File: config.mk
export PLATFORM = sky130hd
export DESIGN_NAME = battle_datapath
export DESIGN_NICKNAME = d
export VERILOG_FILES = /design/src/rtl/battle_datapath.sv
export SDC_FILE = /design/constraint.sdc
export NUM_CORES = 1
export LEC_CHECK = 0
export BUFFER_PORTS_ARGS = -buffer_cell sky130_fd_sc_hd__buf_2
export CORE_UTILIZATION = 58
export CTS_CLUSTER_SIZE = 25
export DETAILED_ROUTE_END_ITERATION = 8
export PLACE_DENSITY = 0.85
export RECOVER_POWER = 50
export SLEW_MARGIN = 0
export SYNTH_ARGS = -nofsm -noshare
export SYNTH_HDL_FRONTEND = slang
export SYNTH_SLANG_ARGS = --single-unit
File: constraint.sdc
create_clock -name clk -period 3.4 [get_ports clk]
set_clock_uncertainty 0.2 [all_clocks]
set_input_delay 0.17 -clock clk [delete_from_list [all_inputs] [get_ports clk]]
set_output_delay 0.17 -clock clk [all_outputs]
set_load 0.01 [all_outputs]
File: src/rtl/battle_datapath.sv
// battle_datapath
//   Datapath side of the battle controller. Follows the one-hot state strobes
//   coming from the battle FSM, keeps both HP counters, the selected player and
//   AI moves and the pending damage, and rolls hit/miss from a free-running
//   8-bit LFSR. hp_is_zero feeds the FSM; the HP/move/damage outputs feed the
//   HEX/LED display.
//
// Ports
//   clk          clock, all state on the rising edge
//   reset_n      asynchronous active-low reset
//   player_move  player move index from the switches
//   ld_pm, calc_ph, apply_ad, ld_am, calc_ah, apply_pd
//                FSM state strobes (high for the whole dwell in that state)
//   victory, loss
//                FSM end-state strobes; freeze the datapath
//   roll_ovr_en  use roll_ovr instead of the LFSR for rolls and the AI move
//   roll_ovr     forced roll value
//   player_hp    player HP
//   ai_hp        AI HP
//   ai_move      AI move latched on LOAD_AM entry
//   dmg          damage produced by the most recent calc
//   last_hit     1 when the most recent calc hit
//   hp_is_zero   target HP of the current apply state is 0 (combinational)
//   strobe_err   sticky flag: more than one strobe seen high in a cycle
module battle_datapath #(
  parameter int          HP_W      = 4,
  parameter int unsigned MAX_HP    = 15,
  parameter logic [7:0]  LFSR_SEED = 8'hA5
) (
  input  logic            clk,
  input  logic            reset_n,
  input  logic [1:0]      player_move,
  input  logic            ld_pm,
  input  logic            calc_ph,
  input  logic            apply_ad,
  input  logic            ld_am,
  input  logic            calc_ah,
  input  logic            apply_pd,
  input  logic            victory,
  input  logic            loss,
  input  logic            roll_ovr_en,
  input  logic [7:0]      roll_ovr,
  output logic [HP_W-1:0] player_hp,
  output logic [HP_W-1:0] ai_hp,
  output logic [1:0]      ai_move,
  output logic [3:0]      dmg,
  output logic            last_hit,
  output logic            hp_is_zero,
  output logic            strobe_err
);

  // Bit positions inside the action-strobe vector.
  localparam int I_LD_PM    = 5;
  localparam int I_CALC_PH  = 4;
  localparam int I_APPLY_AD = 3;
  localparam int I_LD_AM    = 2;
  localparam int I_CALC_AH  = 1;
  localparam int I_APPLY_PD = 0;

  // Damage of each move.
  function automatic logic [3:0] move_pow(input logic [1:0] mv);
    logic [3:0] p;
    case (mv)
      2'd0:    p = 4'd2;
      2'd1:    p = 4'd3;
      2'd2:    p = 4'd4;
      default: p = 4'd6;
    endcase
    return p;
  endfunction

  // Hit test: roll below the move's threshold. Move 0 has threshold 256, so
  // every 8-bit roll hits.
  function automatic logic move_hits(input logic [1:0] mv, input logic [7:0] r);
    logic h;
    case (mv)
      2'd0:    h = 1'b1;
      2'd1:    h = (r < 8'd192);
      2'd2:    h = (r < 8'd128);
      default: h = (r < 8'd64);
    endcase
    return h;
  endfunction

  // HP minus damage, clamped at zero. One extra bit holds the sign of the
  // difference so a borrow is detected instead of wrapping.
  function automatic logic [HP_W-1:0] sat_sub(input logic [HP_W-1:0] hp,
                                              input logic [3:0]      d);
    logic signed [HP_W:0] diff;
    diff = $signed({1'b0, hp}) - $signed({1'b0, HP_W'(d)});
    return diff[HP_W] ? '0 : diff[HP_W-1:0];
  endfunction

  logic [7:0] lfsr;
  logic [7:0] roll;
  logic [1:0] pm_reg;
  logic [5:0] act_vec;
  logic [5:0] act_q;
  logic [5:0] entry;
  logic       multi;
  logic       act_ok;
  logic [1:0] calc_move;
  logic       calc_hit;

  assign act_vec = {ld_pm, calc_ph, apply_ad, ld_am, calc_ah, apply_pd};

  // The FSM dwells in a state until go, so actions key off the rising edge
  // of each strobe rather than its level.
  assign entry  = act_vec & ~act_q;
  assign multi  = ($countones({act_vec, victory, loss}) > 1);
  assign act_ok = ~multi & ~victory & ~loss;
  assign roll   = roll_ovr_en ? roll_ovr : lfsr;

  // calc_ph and calc_ah never overlap legally; pick whichever is active.
  assign calc_move = calc_ph ? pm_reg : ai_move;
  assign calc_hit  = move_hits(calc_move, roll);

  assign hp_is_zero = (apply_ad & (ai_hp == '0)) | (apply_pd & (player_hp == '0));

  always_ff @(posedge clk or negedge reset_n) begin
    if (!reset_n) begin
      lfsr       <= LFSR_SEED;
      act_q      <= '0;
      pm_reg     <= '0;
      ai_move    <= '0;
      dmg        <= '0;
      last_hit   <= 1'b0;
      strobe_err <= 1'b0;
      player_hp  <= HP_W'(MAX_HP);
      ai_hp      <= HP_W'(MAX_HP);
    end else begin
      // LFSR and strobe history keep running even when frozen or in error.
      lfsr  <= {lfsr[6:0], lfsr[7] ^ lfsr[5] ^ lfsr[4] ^ lfsr[3]};
      act_q <= act_vec;
      if (multi) begin
        strobe_err <= 1'b1;
      end
      if (act_ok) begin
        if (ld_pm) begin
          pm_reg <= player_move;
        end
        if (entry[I_LD_AM]) begin
          ai_move <= roll[1:0];
        end
        if (entry[I_CALC_PH] | entry[I_CALC_AH]) begin
          dmg      <= calc_hit ? move_pow(calc_move) : 4'd0;
          last_hit <= calc_hit;
        end
        if (entry[I_APPLY_AD]) begin
          ai_hp <= sat_sub(ai_hp, dmg);
        end
        if (entry[I_APPLY_PD]) begin
          player_hp <= sat_sub(player_hp, dmg);
        end
      end
    end
  end

  // ld_pm is level-sensitive, so only its own level is consumed; its entry
  // bit exists just to keep the strobe vector uniform.
  logic unused_entry;
  assign unused_entry = entry[I_LD_PM];

endmodule
### After elaboration in Yosys (flattened, before gate mapping)

Cells that the tools add are included.
Widths: inputs -> output; s select.

| word-level totals | value |
|---|---|
| bits in registers | 31 |
| bits of input ports | 21 |
| output and inout bits | 17 |
| logic and storage cells | 53 |

| cells by class | value |
|---|---|
| $add $sub $neg | 9 |
| bitwise gates (word level) | 14 |
| magnitude comparators | 4 |
| eq/ne operators | 2 |
| reduce and logical (&&, ||, !) cells | 8 |
| muxes and demuxes | 7 |

Operators by type and width:

| kind | count |
|---|---|
| $lt 8x8->1 const B | 2 |
| $mux 4 | 3 |
| $reduce_and 2->1 | 5 |
| $sub 4x4->5 | 2 |
| $pmux 3 s3 | 1 |
| $add 1x1->2 | 4 |
| $logic_not 4->1 | 2 |
| $lt 8x7->1 const B | 1 |
| $mux 8 | 1 |
| $add 2x2->3 | 2 |
| $and 5x5->5 | 1 |
| $not 5->5 | 1 |
| $add 3x3->4 | 1 |
| $and 1x1->1 | 4 |
| $gt 4x1->1 const B | 1 |
| $not 1->1 | 3 |
| $pmux 1 s3 | 1 |
| $xor 1x1->1 | 3 |
| $eq 2x1->1 const B | 1 |
| $eq 2x2->1 const B | 1 |
| $logic_not 2->1 | 1 |
| $mux 2 | 1 |
| $or 1x1->1 | 2 |

### Longest topological paths before layout

| logic depth | value |
|---|---|
| depth after elaboration | 8 |
| depth in mapped cells | 13 |
| depth with buffers taken out | 12 |

### Least setup slack after synthesis

OpenSTA, ideal clock, no wires.

| path | value |
|---|---|
| path type | input to register |
| start point | input port ld_pm |
| end point | register dmg[1] |
| stages | 12 |
| setup slack | -0.374 ns |
| arrival | 3.446 ns |
| required time | 3.072 ns |
| cells stage by stage | fa_1 -> inv_1 -> fa_1 -> fa_1 -> inv_1 -> ha_1 -> inv_1 -> fa_1 -> and4bb_1 -> a22oi_4 -> nand2b_4 -> mux2_1 |

| between the ends | value |
|---|---|
| cells in the longest elaborated chain, start to end | 8 |

RTL lines:

| what | RTL line | text |
|---|---|---|
| from (decl) | 33 | `input logic ld_pm,` |
| $add 1x1->2 (not written as such) | 110 | `assign multi = ($countones({act_vec, victory, loss}) > 1);` |
| $add 2x2->3 (not written as such) | 110 |  |
| $add 3x3->4 (not written as such) | 110 |  |
| $gt 4x1->1 | 110 |  |
| $not 1->1 | 111 | `assign act_ok = ~multi & ~victory & ~loss;` |
| $and 1x1->1 (2 in a row) | 111 |  |
| $reduce_and 2->1 (no source line) | -- |  |
| to (signal assigned) | 146 | `dmg <= calc_hit ? move_pow(calc_move) : 4'd0;` |
| to (decl) | 46 | `output logic [3:0] dmg,` |

Every way passes these cells.
A chain may end at the register's enable or synchronous reset.

### Worst setup path in the final report

| path | value |
|---|---|
| start point | input port ld_pm |
| end point | register ai_hp[3] |

| between the ends | value |
|---|---|
| cells in the longest elaborated chain, start to end | 8 |

RTL lines:

| what | RTL line | text |
|---|---|---|
| $add 1x1->2 (not written as such) | 110 |  |
| $add 2x2->3 (not written as such) | 110 |  |
| $add 3x3->4 (not written as such) | 110 |  |
| $gt 4x1->1 | 110 |  |
| $not 1->1 | 111 |  |
| $and 1x1->1 (2 in a row) | 111 |  |
| $reduce_and 2->1 (no source line) | -- |  |
| to (signal assigned) | 130 | `ai_hp <= HP_W'(MAX_HP);` |
| to (signal assigned) | 150 | `ai_hp <= sat_sub(ai_hp, dmg);` |
| to (decl) | 44 | `output logic [HP_W-1:0] ai_hp,` |

Every way passes these cells.

==> results.json <==
{
  "fin_cells": 234,
  "vias_per_cell": 5.84,
  "reg.largest.list": "lfsr (8), act_q (5)",
  "ys_warn_count": 0,
  "cts_tree": "yes",
  "dieArea_um2": 3190,
  "power.share.sequential_pct": 34.7,
  "setup.worst_path.class": "primary input to flop",
  "firstDrtPassIters": 6,
  "grt_use_total_pct": 31.3,
  "peakVddDrop_uv": 612,
  "placed_area_um2": 2030,
  "synth_flop_cell": "dfrtp_1",
  "dieHeight_um": 56.5,
  "dp.cells": 214,
  "ios": 38,
  "antenna_found_initial": 0,
  "fmax_mhz": 278,
  "p_int_uw": 902,
  "hpwl_um": 2870,
  "drive_above_1_share_pct": 45.8,
  "fin_crit_sh_pct": 106,
  "synth.cell_area_um2": 1720,
  "rsz0062_at_grt": "true",
  "rows": 19,
  "hold_slack_ns": 0.00352,
  "sw_frac_of_total_pct": 40.6,
  "worstSkewPairLatency_ns": 0.33,
  "grt_first_pass_wirelength_um": 7330,
  "use_met1_pct": 34.7,
  "required_ns": 3.47,
  "cp_cell_sequence": "buf_6 > fa_1 > inv_1 > fa_1 > fa_1 > inv_2 > ha_4 > inv_2 > fa_1 > and4bb_1 > a22oi_4 > buf_12 > nor4b_4 > mux2_4",
  "grt_use_met2_pct": 56.1,
  "clockPowerShare_pct": 14.9,
  "slew_violations": 0,
  "ys_seq_area_share_pct": 44.5,
  "start_util_pct": 61.9,
  "cp-start-kind": "primary input",
  "switching_power_uw": 616,
  "hold_path.class": "primary input to flop",
  "area_delta_synth_final_pct": 34.0,
  "final_cell_area_um2": 2310,
  "drcViolationCount": 0,
  "drv.max_cap_violation_count": 0,
  "grt_busiest_layer": "met2",
  "cp-end-kind": "flop",
  "drt-total-wl_um": 4440,
  "layout_commonest_cell": "buf_2",
  "portBuffers": 32,
  "outcome": "complete, but fails checks",
  "antenna_cells": 0,
  "via_count": 1367,
  "synth_cell_type_count": 38,
  "finalWorstSetupSlack_ns": -0.198,
  "synthArstFlopShare_pct": 100,
  "synth_enable_flop_cells": 0,
  "most-common-layout-cells": "buf_2, inv_1, dfrtp_1",
  "core_area_um2": 2780,
  "fin_tns_setup_ns": -1.81,
  "power_uw": 1520,
  "gr-total-overflow": 0,
  "fillers": 158,
  "violations": "setup timing",
  "cts_buffers": 5,
  "syn_nets": 178,
  "gp_congestion": 0.898,
  "relSlewSlack_pct": 55.8,
  "clk_pin_slew_ns": 0.10,
  "crit_top_cell": "fa_1",
  "fin_crit_ns": 3.60,
  "hold_violations": 0,
  "htreeDepth": 2,
  "use_met3_pct": 5.30,
  "cp.arrival_ns": 3.66,
  "tightest_slew_ns": 0.657,
  "largest_register": "lfsr",
  "slowest_delay_ns": 0.53,
  "powerDensity_nw_per_um2": 658,
  "largest_reg_flops": 8,
  "wire_per_inst_um": 19.0,
  "grt_max_degree": 31,
  "avgSynthCellArea_um2": 12.1,
  "ys_seq_elements": 30,
  "drt_iter0_markers": 48,
  "power_leakage_uw": 0.00118,
  "finalSetupViolCount": 15,
  "clock_path_buffers": 2,
  "synth_cells": 142,
  "combPwrFrac_pct": 50.4,
  "critical_path.slowest_cell": "fa_1",
  "cts_root_buffer": "clkbuf_4",
  "fp.dieW_um": 56.5,
  "cts_sinks": 30,
  "fin_nets": 238,
  "grt_pass1_vias": 1527,
  "cp_max_fo": 6,
  "ant_nets": 0
}
==> final timing paths <==
kind	from	end	slack (ns)	cells past startpoint
worst min-delay path	roll_ovr[0]	ai_move[0]	0.004	3
max in group asynchronous	reset_n	act_q[0]	2.37	2
worst max-delay path	ld_pm	ai_hp[3]	-0.20	14
worst min register to register	lfsr[1]	lfsr[2]	0.19	0
min in group asynchronous	reset_n	lfsr[6]	0.20	2
worst max register to register	player_hp[0]	player_hp[0]	1.24	6
==> final cells by class <==
class,count,area (um^2),share of cell area (%)
multi-input cells,88,968,42.0
flip-flops and latches,30,766,33.2
repair buffers,55,387,16.8
inverters,22,82.6,3.58
clock buffers,6,51.3,2.22
well taps,31,38.8,1.68
clock inverters,2,12.5,0.543
==> worst max-delay path, delay by kind of cell <==
| family | cells | cell delay (ns) |
|---|---|---|
| multiplexers | 1 | 0.33 |
| buffers and inverters | 5 | 0.43 |
| AO/OA/AOI/OAI | 1 | 0.11 |
| adder cells (fa/ha/maj) | 5 | 2.08 |
| AND/OR/NAND/NOR | 2 | 0.53 |
==> layer usage <==
metal,wire length [um],vias to the layer above
li1,-,610
met1,1690,681
met2,2390,57
met3,149,19
met4,201,0
met5,0,-
==> Yosys cell counts, types with 3 or more instances <==
library cell,n,area [um^2]
o21ai_0,11,55.1
inv_1,22,82.6
dfstp_2,12,315
nor2_1,5,18.8
xor2_1,3,26.3
mux2_2,6,67.6
dfrtp_1,18,450
mux2i_1,5,50.1
o41ai_1,6,52.6
ha_1,9,113
nand2b_1,3,18.8
a21oi_1,3,15.0
mux2_1,4,45.0
fa_1,6,120
==> kinds of logic (layout without fill, tap and decap cells) <==
family | after synthesis | after routing | synth area share (%)
other | 1 | 1 | 0.218
adders and majority gates | 15 | 15 | 13.5
muxes | 17 | 17 | 11.2
DFF | 30 | 30 | 44.5
AOI/OAI and AO/OA | 27 | 27 | 11.3
xor gates and xnor gates | 5 | 5 | 2.55
and+or+nand+nor | 23 | 23 | 10.8
buffers and inverters | 24 | 85 | 5.89
==> repair_timing <==
item | CTS | global route
endpoints found under the hold margin | 25 | 0
buffers inserted | 3 | 2
gates cloned | 0 | 0
pin swaps | 4 | 0
hold buffers | 8 | 0
endpoints found under the setup margin | 16 | 16
resized for setup | 15 | 2
==> metrics by stage <==
stage / setup slack [ns] / utilization (%)
after floorplan: -0.353 / -
after global placement: -0.499 / 73.1
after detailed placement: -0.663 / 73.1
after CTS: -0.179 / 82.3
after global routing: -0.268 / 82.9
final: -0.198 / 82.9
==> power by group through the flow <==
| stage | logic (uW) | clock network (uW) | registers [uW] |
|---|---|---|---|
| global route | 833 | 246 | 537 |
| global placement | 599 | 0 | 518 |
| detailed placement | 641 | 0 | 528 |
| finish | 765 | 226 | 526 |
| floorplan | 408 | 0 | 535 |
| CTS | 714 | 228 | 524 |
(Power assumes the default switching activity.)
